### src/rtl/key_cfg_scheduler.sv
// Round-robin key request scheduler: turns debounced key pulses into mode/amplitude
// config words delivered over a valid/ready port, followed by a settle gap.
module key_cfg_scheduler #(
    parameter int MODE_W     = 3,
    parameter int MODE_MAX   = 5,
    parameter int AMP_W      = 8,
    parameter int AMP_INIT   = 128,
    parameter int AMP_STEP   = 16,
    parameter int GAP_CYCLES = 4
) (
    input  logic              sys_clk,
    input  logic              sys_rst_n,
    input  logic [3:0]        key_flag,
    output logic              cfg_valid,
    input  logic              cfg_ready,
    output logic [MODE_W-1:0] cfg_mode,
    output logic [AMP_W-1:0]  cfg_amp,
    output logic [1:0]        cfg_src,
    output logic              cfg_sat,
    output logic              drop_err,
    output logic              busy
);

    localparam int GAP_W = (GAP_CYCLES > 1) ? $clog2(GAP_CYCLES) : 1;
    localparam logic [GAP_W-1:0]  GAP_LOAD = (GAP_CYCLES > 0) ? GAP_W'(GAP_CYCLES - 1) : '0;
    localparam logic [MODE_W-1:0] MODE_TOP = MODE_W'(MODE_MAX);
    localparam logic [AMP_W-1:0]  AMP_RST  = AMP_W'(AMP_INIT);
    localparam logic [AMP_W:0]    AMP_INC  = (AMP_W + 1)'(AMP_STEP);
    localparam logic [AMP_W-1:0]  AMP_DEC  = AMP_W'(AMP_STEP);

    typedef enum logic [1:0] {
        IDLE,
        SEND,
        GAP
    } state_t;

    state_t            state, state_nxt;
    logic [3:0]        pend, pend_nxt;
    logic [3:0]        clr;
    logic [1:0]        rr_ptr, rr_nxt;
    logic [MODE_W-1:0] mode, mode_nxt, mode_new;
    logic [AMP_W-1:0]  amp, amp_nxt, amp_new;
    logic [AMP_W:0]    amp_sum;
    logic [1:0]        src, src_nxt;
    logic              valid, valid_nxt;
    logic              sat, sat_nxt;
    logic              drop, drop_nxt;
    logic [GAP_W-1:0]  gap_cnt, gap_nxt;
    logic [1:0]        win, idx;
    logic              found;
    logic              changed;

    // Round-robin search: first pending bit at or after rr_ptr, wrapping.
    always_comb begin
        win   = rr_ptr;
        idx   = rr_ptr;
        found = 1'b0;
        for (int k = 0; k < 4; k++) begin
            idx = rr_ptr + 2'(k);
            if (!found && pend[idx]) begin
                win   = idx;
                found = 1'b1;
            end
        end
    end

    // Candidate shadow value if the winning key were served now.
    always_comb begin
        amp_sum  = {1'b0, amp} + AMP_INC;
        mode_new = mode;
        amp_new  = amp;
        case (win)
            2'd0:    mode_new = (mode == MODE_TOP) ? '0 : mode + MODE_W'(1);
            2'd1:    mode_new = (mode == '0) ? MODE_TOP : mode - MODE_W'(1);
            2'd2:    amp_new  = amp_sum[AMP_W] ? '1 : amp_sum[AMP_W-1:0];
            default: amp_new  = (amp < AMP_DEC) ? '0 : amp - AMP_DEC;
        endcase
        changed = (mode_new != mode) || (amp_new != amp);
    end

    always_comb begin
        state_nxt = state;
        rr_nxt    = rr_ptr;
        mode_nxt  = mode;
        amp_nxt   = amp;
        src_nxt   = src;
        valid_nxt = valid;
        sat_nxt   = 1'b0;
        gap_nxt   = gap_cnt;
        clr       = '0;

        case (state)
            IDLE: begin
                if (pend != '0) begin
                    clr[win] = 1'b1;
                    rr_nxt   = win + 2'd1;
                    if (changed) begin
                        mode_nxt  = mode_new;
                        amp_nxt   = amp_new;
                        src_nxt   = win;
                        valid_nxt = 1'b1;
                        state_nxt = SEND;
                    end else begin
                        sat_nxt   = 1'b1;
                        gap_nxt   = GAP_LOAD;
                        state_nxt = (GAP_CYCLES == 0) ? IDLE : GAP;
                    end
                end
            end
            SEND: begin
                if (cfg_ready) begin
                    valid_nxt = 1'b0;
                    gap_nxt   = GAP_LOAD;
                    state_nxt = (GAP_CYCLES == 0) ? IDLE : GAP;
                end
            end
            GAP: begin
                if (gap_cnt == '0) begin
                    state_nxt = IDLE;
                end else begin
                    gap_nxt = gap_cnt - GAP_W'(1);
                end
            end
            default: state_nxt = IDLE;
        endcase

        // A fresh pulse on a bit being granted this cycle re-arms it without a drop.
        pend_nxt = key_flag | (pend & ~clr);
        drop_nxt = |(key_flag & pend & ~clr);
    end

    always_ff @(posedge sys_clk or negedge sys_rst_n) begin
        if (!sys_rst_n) begin
            state   <= IDLE;
            pend    <= '0;
            rr_ptr  <= '0;
            mode    <= '0;
            amp     <= AMP_RST;
            src     <= '0;
            valid   <= 1'b0;
            sat     <= 1'b0;
            drop    <= 1'b0;
            gap_cnt <= '0;
        end else begin
            state   <= state_nxt;
            pend    <= pend_nxt;
            rr_ptr  <= rr_nxt;
            mode    <= mode_nxt;
            amp     <= amp_nxt;
            src     <= src_nxt;
            valid   <= valid_nxt;
            sat     <= sat_nxt;
            drop    <= drop_nxt;
            gap_cnt <= gap_nxt;
        end
    end

    assign cfg_valid = valid;
    assign cfg_mode  = mode;
    assign cfg_amp   = amp;
    assign cfg_src   = src;
    assign cfg_sat   = sat;
    assign drop_err  = drop;
    assign busy      = (state != IDLE) || (pend != '0);

endmodule

### config.mk
export PLATFORM = sky130hd
export DESIGN_NAME = key_cfg_scheduler
export DESIGN_NICKNAME = d
export VERILOG_FILES = /design/src/rtl/key_cfg_scheduler.sv
export SDC_FILE = /design/constraint.sdc
export NUM_CORES = 1
export LEC_CHECK = 0
export ABC_AREA = 0
export CAP_MARGIN = 15
export CORE_UTILIZATION = 57
export CTS_CLUSTER_SIZE = 25
export DETAILED_ROUTE_END_ITERATION = 6
export DONT_BUFFER_PORTS = 1
export PLACE_DENSITY = 0.76
export SLEW_MARGIN = 30
export SYNTH_ARGS = -nofsm -noshare
export SYNTH_HDL_FRONTEND = slang
export SYNTH_SLANG_ARGS = --single-unit
### constraint.sdc
create_clock -name sys_clk -period 3.3 [get_ports sys_clk]
set_clock_uncertainty 0.15 [all_clocks]
set_input_delay 0.165 -clock sys_clk [delete_from_list [all_inputs] [get_ports sys_clk]]
set_output_delay 0.165 -clock sys_clk [all_outputs]
set_load 0.005 [all_outputs]
Word-level counts from Yosys, hierarchy flattened
Index checks and enable logic that the tools add are counted.

$add $sub $neg: 9. Multiplexer cells: 41. Reduce and logical (&&, ||, !) cells: 24. Order comparisons: 7. Bitwise logic cells: 5. Eq/ne operators: 13.

Operator list (count): 2-to-1 mux 2 bit (11); 2-to-1 mux 8 bit (2); case mux 8 bit (2 select lines) (1); less-than comparator 2 x 3 -> 1 bit (second input constant) (5); 2-to-1 mux 1 bit (14); AND 4 bit (3); inequality test 2 bit (second input constant) (6); case mux 2 bit (3 select lines) (2); adder 8 x 5 -> 9 bit (second input constant) (1); binary-select mux 1 bit (select 2 bit) (4); less-than comparator 8 x 5 -> 1 bit (second input constant) (1); 2-to-1 mux 4 bit (2); inequality test 8 bit (1); subtractor 8 x 5 -> 8 bit (second input constant) (1); logical NOT 2 bit (3); 2-to-1 mux 3 bit (2); case mux 3 bit (2 select lines) (1); AND reduction 3 bit (2); AND reduction 5 bit (1); adder 2 x 1 -> 2 bit (second input constant) (2); adder 2 bit (second input constant) (2); == test 2 x 1 -> 1 bit (second input constant) (2); == test 2 bit (second input constant) (2); logical AND 1 bit (4); other kinds (20) (24).

Output and inout port bits: 17. Logic and storage cells: 109. Register bits: 26. Bits of input ports: 7.

Longest topological paths before layout
Gate-level depths: netlist (run 1).

Depth after elaboration: 21. Mapped depth: 15. Gate-level depth less buffers: 13.

Worst setup path before layout (run 1)
OpenSTA, ideal clock, no wires.

Path type: register -> register. Start: register pend[3]. End: register mode[0] (netlist: cfg_mode[0]). Path slack: 0.244 ns. Clock period less this slack: 3.056 ns. Data required time: 3.022 ns. Arrival: 2.778 ns. Setup time: 0.128 ns. Path buffers: 3. Stages on the path, launching flop included: 16. Path through: dfrtp_1 > clkbuf_1 > nor2_1 > a211o_1 > nand2_1 > inv_1 > ha_1 > buf_2 > or2_1 > a211oi_1 > o221ai_1 > o2111ai_1 > or2_1 > buf_6 > nand3_2 > mux2_1.

Cells in the longest elaborated chain, start to end: 18. Elaborated cells on any way between the ends: 31. Classes of those cells: eq/ne (4); mux (16); reduce/logical (11).

RTL lines: from (decl) (line 38) `logic [3:0] pend, pend_nxt;`; from (signal assigned) (line 146) `pend <= pend_nxt;`; binary-select mux 1 bit (select 2 bit) (line 60) `if (!found && pend[idx]) begin`; 2-to-1 mux 1 bit (not written as such) (line 60); 2-to-1 mux 1 bit (line 60); logical NOT 1 bit (line 60); logical AND 1 bit (line 60); 2-to-1 mux 1 bit (line 60); logical NOT 1 bit (line 60); logical AND 1 bit (line 60); [... 3 more ...]; 2-to-1 mux 2 bit (*) (line 60); via win[1] (line 49) `logic [1:0] win, idx;`; == test 2 x 1 -> 1 bit / logical NOT 2 bit (equally long branches) (line 72) `case (win)`; OR reduction 2 bit (no source line); case mux 8 bit (2 select lines) (line 72); inequality test 8 bit (line 78) `changed = (mode_new != mode) || (amp_new != amp);`; logical OR 1 bit (line 78); AND reduction 3 bit (no source line); to (signal assigned) (line 148) `mode <= mode_nxt;`; to (decl) (line 41) `logic [MODE_W-1:0] mode, mode_nxt, mode_new;`.

Mark *: on every way through the listed nets, which the timed path passes. The rest lies on a longest branch. The select of a mux whose other input is x is not followed. A chain may end at the register's enable or synchronous reset.

Worst setup path in the final report (run 1)
Start: register pend[0]. End: register amp[4] (netlist: cfg_amp[4]).

Cells in the longest elaborated chain, start to end: 18. Elaborated cells on any way between the ends: 31. Classes of those cells: eq/ne (4); mux (16); reduce/logical (11).

RTL lines: binary-select mux 1 bit (select 2 bit) (line 60); 2-to-1 mux 1 bit (not written as such) (line 60); 2-to-1 mux 1 bit (line 60); logical NOT 1 bit (line 60); logical AND 1 bit (line 60); 2-to-1 mux 1 bit (line 60); logical NOT 1 bit (line 60); logical AND 1 bit (line 60); [... 3 more ...]; 2-to-1 mux 2 bit (*) (line 60); via win[0] (line 49); == test 2 x 1 -> 1 bit / logical NOT 2 bit (equally long branches) (line 72); OR reduction 2 bit (no source line); case mux 8 bit (2 select lines) (line 72); inequality test 8 bit (line 78); logical OR 1 bit (line 78); AND reduction 3 bit (no source line); to (signal assigned) (line 149) `amp <= amp_nxt;`; to (decl) (line 42) `logic [AMP_W-1:0] amp, amp_nxt, amp_new;`.

Marked as above.

==> results of run 1 <==
[final cells by class]
cell class | instances | area share
Tap cell | 42 | 0.0256
Sequential cell | 26 | 0.318
Clock inverter | 1 | 0.0146
Timing Repair Buffer | 20 | 0.0872
Inverter | 17 | 0.0311
Multi-Input combinational cell | 154 | 0.513
Clock buffer | 3 | 0.0110
[registers in the layout (all words and copies together), names as in the netlist]
register / cells
cfg_amp: 8
pend: 4
cfg_mode: 3
cfg_src: 2
gap_cnt: 2
rr_ptr: 2
state: 2
cfg_sat: 1
cfg_valid: 1
drop_err: 1
[layer usage]
metal	up-vias	part of all wire
met1	736	0.46
li1	783	-
met5	-	0
met3	2	0.058
met4	0	0.0034
met2	62	0.48
[kinds of logic (layout without fill, tap and decap cells)]
logic type,count (synthesis),after routing,share of synthesized area
xor+xnor,2,2,0.00978
compound gates,62,62,0.235
fa+ha+maj,9,9,0.0629
simple gates,78,78,0.235
mux,3,3,0.0175
flops,26,26,0.364
buf+inv,28,41,0.0761
[repair_timing]
action,4_1_cts,5_1_grt
gates resized for setup,2,13
hold endpoints to repair,33,0
pin swaps,0,2
endpoints found under the setup margin,8,15
gates cloned,0,1
buffers inserted,0,3
hold buffers,7,0
[metrics by stage]
| stage | setup WS (ns) | area [um^2] | instances | setup TNS, ns |
|---|---|---|---|---|
| final | 0.0789 | 2050 | 263 | 0 |
| after global placement | 0.0798 | 1840 | 248 | 0 |
| after floorplan | 0.244 | 1790 | 208 | 0 |
| after global routing | -0.0585 | 2050 | 263 | -0.387 |
| after detailed placement | -0.0223 | 1840 | 248 | -0.0491 |
| after CTS | 0.0425 | 1980 | 259 | 0 |
[where the power goes]
part | switching, mW | internal, mW | total [mW]
Sequential | 0.192 | 0.441 | 0.633
Combinational | 0.926 | 0.762 | 1.69
Clock | 0.101 | 0.123 | 0.224
[worst min path at each step]
stage	slack (ns)	start	endpoint	cells after the start
floorplan	-0.28	sys_rst_n	cfg_amp[0]$_DFFE_PN0P_	0
global placement	-0.28	sys_rst_n	cfg_amp[6]$_DFFE_PN0P_	0
detailed placement	-0.28	sys_rst_n	cfg_amp[6]$_DFFE_PN0P_	0
CTS	0.10	sys_rst_n	cfg_mode[1]$_DFFE_PN0P_	2
global route	0.11	sys_rst_n	cfg_mode[2]$_DFFE_PN0P_	2
finish	0.12	sys_rst_n	cfg_mode[2]$_DFFE_PN0P_	2
[worst register-to-register path: stages, from the launching register on]
cell,delay (ns)
dfrtp_1,0.46
inv_1,0.09
a21oi_1,0.17
a21oi_1,0.06
o221a_2,0.29
buf_4,0.15
ha_2,0.21
or2_4,0.27
a211oi_1,0.28
o221ai_1,0.21
o2111ai_2,0.14
o21ai_2,0.10
buf_4,0.16
buf_6,0.13
o311ai_1,0.26
[placed cells by master (no fill, tap or decap), drive strengths merged, types with 6 or more instances in the layout]
cell type    netlist  final
dlygate4sd3        0      6
nand2b             8      8
buf                8     14
a21oi              9      9
o21ai             19     19
nor2              14     14
dfrtp             25     25
ha                 9      9
inv               17     17
nand3              9      9
nand2             20     20
==> flow_metrics.py, run 1 <==
metrics = {
    "outcome": {
        "status": "complete, but fails checks",
        "violations": "design-rule violations",
    },
    "critical_path": {
        "crit_type": "register to register",
        "crit_path_start_kind": "register",
        "rr_startpoint": "pend[0]$_DFF_PN0_",
        "cp.arrival_ns": 3.30,
        "slowest_stage": "dfrtp_1",
        "crit_path_start": "pend[0]$_DFF_PN0_",
        "critical_path.cell_chain": "inv_1, a21oi_1, a21oi_1, o221a_2, buf_4, ha_2, or2_4, a211oi_1, o221ai_1, o2111ai_2, o21ai_2, buf_4, buf_6, o311ai_1",
        "endpoint": "cfg_amp[4]$_DFFE_PN0P_",
        "r2r-end": "cfg_amp[4]$_DFFE_PN0P_",
        "required_ns": 3.38,
        "r2r_setup_slack_ns": 0.08,
        "max_stage_delay_ns": 0.46,
        "path_depth": 14,
        "cp_top_family": "compound AO/OA/AOI/OAI gates",
        "crit_fanout": 6,
        "r2r_cells": 14,
        "crit_buf_inv": 4,
        "endpoint_kind": "register",
    },
    "timing": {
        "fmax_mhz": 310,
        "fin_crit_ns": 3.22,
        "tightest_slew_ns": 0.391,
        "maxSlewHeadroom": 0.732,
        "setup_violations": 0,
        "final.period_utilization": 0.976,
        "holdWs_ns": 0.121,
        "hold_viol_final": 0,
        "drv_slew": 0,
    },
    "global_route": {
        "grt_max_degree": 27,
        "first_global_vias": 1465,
        "grtUsageMet3": 0.0290,
        "grtUsageTotal": 0.251,
        "grt_pass1_wl_um": 6650,
        "antenna_found_initial": 0,
        "overflow": 0,
        "met2_usage": 0.419,
        "grtUsageMet1": 0.353,
        "top_usage_layer": "met2",
    },
    "die": {
        "start_util": 0.623,
        "ios": 24,
        "dieArea_mm2": 0.00337,
        "die_w_um": 58.1,
        "core_mm2": 0.00288,
        "die_height_um": 58.1,
        "placement_rows": 19,
    },
    "drt": {
        "drt_wl_total_um": 4160,
        "wl_per_cell_um": 15.8,
        "routed-via-count": 1583,
        "drt-initial-drc-count": 130,
        "viasPerCell": 6.02,
        "drtPass1Iterations": 6,
        "antenna_left": 0,
        "drc": 1,
    },
    "power": {
        "ir_drop_v": 0.000704,
        "p_total_mw": 2.54,
        "cellPowerDensity_mw_per_mm2": 1240,
        "p_leak_nw": 0.860,
    },
    "place": {
        "dp.final_hpwl_um": 2930,
        "io_buffers": 0,
        "gp_congestion": 0.939,
    },
    "finish": {
        "final_util": 0.713,
        "nFillCells": 223,
        "seqCellArea_um2": 652,
        "fin_nets": 238,
        "diodes": 0,
        "drive_gt1_frac": 0.158,
        "multi_input_area_mm2": 0.00105,
        "area_growth_pct": 14.5,
    },
    "cts": {
        "cts_sinks": 26,
        "clkTransAtPathRegs_ns": 0.15,
        "cts_root_buffer": "clkbuf_4",
        "worstSkewPairLatency_ns": 0.32,
        "cts_buffers": 3,
        "clockBufferDepth": 2,
        "cts_tree": "done",
        "htree_levels": 1,
    },
    "run": {
        "maxCapViolations": 0,
    },
    "yosys": {
        "ys_top_cells_by_count": "25 x dfrtp_1, 20 x nand2_1, 18 x o21ai_0",
        "synth_ff_type": "dfrtp_1",
        "synth.area.top_cells": "dfrtp_1 35%, ha_1 6.3%, o21ai_0 5.0%, nand2_1 4.2%, inv_1 3.6%",
        "syn_area_mm2": 0.00179,
        "synth_top_area_share": 0.349,
        "synth.most_common_cell": "dfrtp_1",
        "syn-num-nets": 224,
        "yosysTopAreaCell": "dfrtp_1",
        "ys_seq_area_frac": 0.364,
        "syn_avg_cell_area_um2": 8.61,
        "synth-async-reset-ratio": 1.00,
        "syn_inst": 208,
        "synth-seq-cells": 26,
        "synth_warnings": 0,
        "synth_enable_flop_cells": 0,
        "yosys.cell_types.count": 54,
    },
    "hold_path": {
        "min_path_type": "primary input to asynchronous set/reset pin",
    },
}
Power figures use the tool's default switching activity.
==> inputs of run 2 (changes only) <==
BUFFER_PORTS_ARGS = -buffer_cell sky130_fd_sc_hd__clkbuf_2   (was unset)
CORE_UTILIZATION = 52   (was 57)
DONT_BUFFER_PORTS = unset   (was 1)
PLACE_DENSITY = 0.77   (was 0.76)
clock period = 2.8 ns   (was 3.3 ns; I/O delays follow)
==> run 2 against run 1 <==
The flow finishes with violations (negative setup slack). Routed wire length rose by 62%. Via count is 32% higher. Global-route usage up 4.2 points. Clock-buffer cell count stayed put. Setup slack got worse by 0.55 ns. Cell count increased by 22%. Sequential share of layout area fell by 7.2 points. Fmax shrank 1.4%. Sequential cell count unchanged. Highest routed layer unchanged.
==> flow_metrics.py, run 2 (same netlist as run 1, synthesis figures left out) <==
metrics = {
    "timing": {
        "holdWs_ns": 0.0171,
        "tightest_slew_ns": 0.672,
        "drv_slew": 0,
        "fin_crit_ns": 3.27,
        "final.period_utilization": 1.17,
        "setup_violations": 18,
        "fin_ws_ns": -0.468,
        "maxSlewHeadroom": 0.552,
        "tns_ns": -4.66,
        "rsz0062_at_grt": "yes",
        "hold_viol_final": 0,
        "fmax_mhz": 306,
    },
    "die": {
        "start_util": 0.568,
        "core_mm2": 0.00315,
        "die_w_um": 60.7,
        "dieArea_mm2": 0.00368,
        "die_height_um": 60.7,
        "ios": 24,
        "placement_rows": 20,
    },
    "cts": {
        "clockBufferDepth": 2,
        "worstSkewPairLatency_ns": 0.35,
        "cts_sinks": 26,
        "cts_tree": "done",
        "cts_root_buffer": "clkbuf_4",
        "htree_levels": 1,
        "clkTransAtPathRegs_ns": 0.17,
        "cts_buffers": 3,
    },
    "finish": {
        "final_cell_count_no_fill": 320,
        "drive_gt1_frac": 0.457,
        "layout_commonest_cell": "buf_4",
        "area_growth_pct": 49.0,
        "nFillCells": 176,
        "mostFrequentLayoutCells": "37 x buf_4, 23 x dfrtp_1, 23 x clkbuf_2",
        "fin_nets": 293,
        "largest_reg_flops": 8,
        "diodes": 0,
    },
    "global_route": {
        "grt_max_degree": 27,
        "antenna_found_initial": 0,
        "first_global_vias": 1635,
        "grt_pass1_wl_um": 7820,
        "grtUsageTotal": 0.293,
        "overflow": 0,
    },
    "critical_path": {
        "crit_buf_inv": 3,
        "critical_path.cell_chain": "nor2b_4, o21ai_2, o221a_4, inv_4, ha_4, or2_4, a211oi_1, o221ai_1, o2111ai_2, o21ai_2, buf_6, buf_8, o31ai_1",
        "crit_type": "register to register",
        "cp_common_cell": "o21ai_2",
        "required_ns": 2.88,
        "slowest_stage": "dfrtp_1",
        "endpoint_kind": "register",
        "cp_top_family": "compound AO/OA/AOI/OAI gates",
        "max_stage_delay_ns": 0.47,
        "crit_fanout": 7,
        "crit_path_start_kind": "register",
        "cp.arrival_ns": 3.34,
    },
    "drt": {
        "routed-via-count": 2091,
        "viasPerCell": 6.53,
        "drc": 0,
        "drt_wl_total_um": 6760,
        "antenna_left": 0,
        "drt-initial-drc-count": 462,
        "wl_per_cell_um": 21.1,
        "drtPass1Iterations": 7,
    },
    "hold_path": {
        "min_path_type": "primary input to register",
    },
    "outcome": {
        "status": "complete, but fails checks",
        "violations": "negative setup slack",
    },
    "place": {
        "gp_congestion": 0.889,
        "dp.final_hpwl_um": 3230,
        "io_buffers": 23,
        "dp_cells": 298,
    },
    "run": {
        "maxCapViolations": 0,
    },
}
[run 2: changes by cell type in the layout (fill, tap and decap cells not counted), sizes merged]
cell	change
buf	+33
dlygate4sd3	-1
clkbuf	+23
[run 2: routing by layer]
metal	vias up	part of all wire	GRT usage
li1	891	-	-
met1	996	0.38	0.399
met2	163	0.48	0.473
met3	41	0.086	0.0426
met4	0	0.049	0.114
met5	-	0	0
[run 2: final cells by class]
type                       instances  area, um^2  share of cell area
clock buffer                       3        22.5             0.00844
clock inverter                     1        30.0              0.0113
inverter                          17        68.8              0.0258
multi-input combinational        154        1280               0.479
sequential                        26         654               0.245
tap                               44        55.1              0.0206
timing repair buffer              75         559               0.210
[run 2: final timing paths]
| path | start | to | slack [ns] | cells past startpoint |
|---|---|---|---|---|
| min in group asynchronous | sys_rst_n | cfg_sat$_DFF_PN0_ | 0.17 | 2 |
| worst max-delay path | pend[2]$_DFF_PN0_ | cfg_amp[3]$_DFFE_PN0P_ | -0.47 | 13 |
| max in group asynchronous | sys_rst_n | rr_ptr[1]$_DFFE_PN0P_ | 1.84 | 2 |
| worst min register to register | cfg_src[1]$_DFFE_PN0P_ | cfg_src[1]$_DFFE_PN0P_ | 0.37 | 2 |
| worst min-delay path | cfg_ready | cfg_valid$_DFFE_PN0P_ | 0.02 | 3 |
| worst max register to register | pend[2]$_DFF_PN0_ | cfg_amp[3]$_DFFE_PN0P_ | -0.47 | 13 |
[run 2: worst register-to-register path: cells and delay by family (launching register included)]
family                   cells  cell delay, ns
AO/OA/AOI/OAI                7            1.58
flip-flops                   1            0.47
AND/OR/NAND/NOR              2            0.43
buffers and inverters        3            0.36
adder cells (fa/ha/maj)      1            0.17
[run 2: per-stage QoR]
stage,cell area (um^2),utilization,setup slack (ns)
finish,2670,0.846,-0.468
global placement,2180,0.691,-0.231
global route,2670,0.846,-0.769
detailed placement,2180,0.691,-0.300
floorplan,1850,-,-0.149
CTS,2480,0.785,-0.191
[run 2: repair_timing]
action,CTS,global route
buffers inserted,10,5
hold buffers,5,0
endpoints found under the hold margin,30,0
setup endpoints to repair,18,18
pin swaps,15,21
cloned,0,0
resized for setup,36,38
Power of run 2 is left out: the tool's default activity adds up to more than one toggle a clock period on the data nets, which glitch-free logic cannot reach.
==> inputs of run 3 (changes only) <==
ABC_AREA = 1   (was 0)
CORE_UTILIZATION = 53   (was 52)
SLEW_MARGIN = 20   (was 30)
==> run 3 against run 2 <==
The flow still finishes with violations (negative setup slack). First-iteration DRC count shrank 51%. Sequential share of layout area shrank 4.2 points. Clock-buffer cell count grew 1. Area after synthesis grew 22%. Global-route usage grew 2.1 points. Sequential cell count is the same. Register-to-register slack lost 0.20 ns. Non-clock buffer count grew 15. Setup slack lost 0.20 ns. Largest cell class unchanged. Highest routed layer unchanged.
==> flow_metrics.py, run 3 <==
metrics = {
    "global_route": {
        "antenna_found_initial": 0,
        "grtUsageTotal": 0.314,
        "grt_max_degree": 27,
        "grt_pass1_wl_um": 10400,
        "grtUsageMet3": 0.0517,
        "top_usage_layer": "met2",
        "grtUsageMet1": 0.365,
        "met2_usage": 0.554,
        "overflow": 0,
        "first_global_vias": 2385,
    },
    "drt": {
        "drc": 0,
        "viasPerCell": 5.54,
        "drt-initial-drc-count": 228,
        "wl_per_cell_um": 14.8,
        "drtPass1Iterations": 7,
        "antenna_left": 0,
        "drt_wl_total_um": 6980,
        "routed-via-count": 2604,
    },
    "timing": {
        "hold_viol_final": 0,
        "fin_ws_ns": -0.673,
        "final.period_utilization": 1.24,
        "fmax_mhz": 288,
        "setup_violations": 22,
        "tightest_slew_ns": 0.668,
        "holdWs_ns": 0.262,
        "rsz0062_at_grt": "yes",
        "fin_crit_ns": 3.47,
        "drv_slew": 0,
        "maxSlewHeadroom": 0.555,
        "tns_ns": -12.28,
    },
    "yosys": {
        "syn_inst": 332,
        "synth_enable_flop_cells": 0,
        "yosysTopAreaCell": "dfrtp_1",
        "ys_seq_area_frac": 0.297,
        "ys_top_cells_by_count": "119 x nand2_1, 33 x nand3_1, 31 x inv_1",
        "synth.area.top_cells": "dfrtp_1 29%, nand2_1 20%, nand3_1 7.5%, inv_1 5.3%, ha_1 5.1%",
        "synth_top_area_share": 0.285,
        "synth-async-reset-ratio": 1.00,
        "synth-seq-cells": 26,
        "syn_area_mm2": 0.00219,
        "synth_warnings": 0,
        "syn-num-nets": 348,
        "synth.most_common_cell": "nand2_1",
        "synth_ff_type": "dfrtp_1",
        "yosys.cell_types.count": 32,
        "syn_avg_cell_area_um2": 6.61,
    },
    "finish": {
        "mostFrequentLayoutCells": "98 x nand2_1, 53 x buf_4, 29 x inv_1, 29 x nand3_1, 25 x nor2_1",
        "area_growth_pct": 47.2,
        "drive_gt1_frac": 0.419,
        "largest_reg_flops": 8,
        "layout_commonest_cell": "nand2_1",
        "fin_nets": 437,
        "final_cell_count_no_fill": 470,
        "diodes": 0,
        "final_util": 0.807,
    },
    "critical_path": {
        "crit_type": "register to register",
        "crit_path_start_kind": "register",
        "cp.arrival_ns": 3.53,
        "rr_startpoint": "rr_ptr[0]$_DFFE_PN0P_",
        "r2r-end": "cfg_src[0]$_DFFE_PN0P_",
        "r2r_setup_slack_ns": -0.67,
        "crit_fanout": 6,
        "crit_path_start": "rr_ptr[0]$_DFFE_PN0P_",
        "endpoint": "cfg_src[0]$_DFFE_PN0P_",
        "endpoint_kind": "register",
        "r2r_cells": 25,
        "required_ns": 2.85,
    },
    "die": {
        "die_w_um": 66.3,
        "core_mm2": 0.00400,
        "start_util": 0.548,
        "die_height_um": 66.3,
        "ios": 24,
        "dieArea_mm2": 0.00440,
        "placement_rows": 23,
    },
    "run": {
        "maxCapViolations": 0,
    },
    "cts": {
        "worstSkewPairLatency_ns": 0.28,
        "clkTransAtPathRegs_ns": 0.10,
        "htree_levels": 1,
        "clockBufferDepth": 2,
        "cts_tree": "done",
        "cts_sinks": 26,
        "cts_buffers": 3,
        "cts_root_buffer": "clkbuf_8",
    },
    "hold_path": {
        "min_path_type": "primary input to asynchronous set/reset pin",
    },
    "place": {
        "gp_congestion": 0.987,
        "dp_cells": 441,
        "dp.final_hpwl_um": 4270,
        "io_buffers": 23,
    },
    "outcome": {
        "violations": "negative setup slack",
        "status": "complete, but fails checks",
    },
}
[run 3: metrics by stage]
step	cell area (um^2)	setup slack, ns
4_1_cts	3040	-0.458
3_3_place_gp	2720	-0.534
2_1_floorplan	2270	-0.228
3_5_place_dp	2720	-0.645
5_1_grt	3230	-0.897
6_report	3230	-0.673
[run 3: what timing repair did]
action	CTS	global route
endpoints found under the setup margin	22	24
pin swaps	7	2
hold buffers	6	0
gates cloned	0	1
resized for setup	22	37
endpoints found under the hold margin	31	0
buffers inserted	13	5
[run 3: worst min-delay path by stage]
stage / to / slack, ns / depth (start not counted)
detailed placement: cfg_amp[3]$_DFFE_PN0P_ / 0.05 / 1
global route: cfg_amp[3]$_DFFE_PN0P_ / 0.34 / 2
global placement: cfg_amp[3]$_DFFE_PN0P_ / 0.05 / 1
CTS: cfg_amp[3]$_DFFE_PN0P_ / 0.29 / 2
floorplan: cfg_amp[0]$_DFFE_PN0P_ / -0.31 / 0
finish: cfg_amp[3]$_DFFE_PN0P_ / 0.26 / 2
[run 3: per-layer routing]
metal,vias to the layer above,share of wire
li1,1237,-
met4,0,0.037
met3,28,0.066
met1,1216,0.40
met5,-,0
met2,123,0.50
[run 3: kinds of logic after synthesis]
| group | share of synthesized area |
|---|---|
| buf+inv | 0.0998 |
| fa+ha+maj | 0.0513 |
| xor+xnor | 0.0148 |
| compound gates | 0.120 |
| simple gates | 0.417 |
| flops | 0.297 |
[run 3: final cells by class]
type                            instances  area, um^2
Sequential cell                        26         654
Inverter                               40         158
Timing Repair Buffer                   90         703
Clock buffer                            4        55.1
Fill cell                             253         772
Tap cell                               50        62.6
Multi-Input combinational cell        260        1600
[run 3: worst max-delay path: stages (launching register included)]
cell	delay [ns]
dfrtp_2	0.42
buf_6	0.14
xnor2_4	0.25
buf_4	0.16
nand2_1	0.06
o21ai_2	0.07
nand3_1	0.11
nand2_1	0.09
nand2_1	0.05
nand2_1	0.10
a21oi_4	0.08
buf_4	0.15
ha_4	0.18
buf_4	0.15
a21oi_1	0.16
nand3_1	0.13
nand2_1	0.11
nand2_1	0.09
nand2_2	0.10
nand2_2	0.07
nor2_4	0.10
nand3_4	0.11
nand2_8	0.11
buf_6	0.12
nand2_1	0.05
o21ai_1	0.09
Power of run 3 is left out for the same reason.
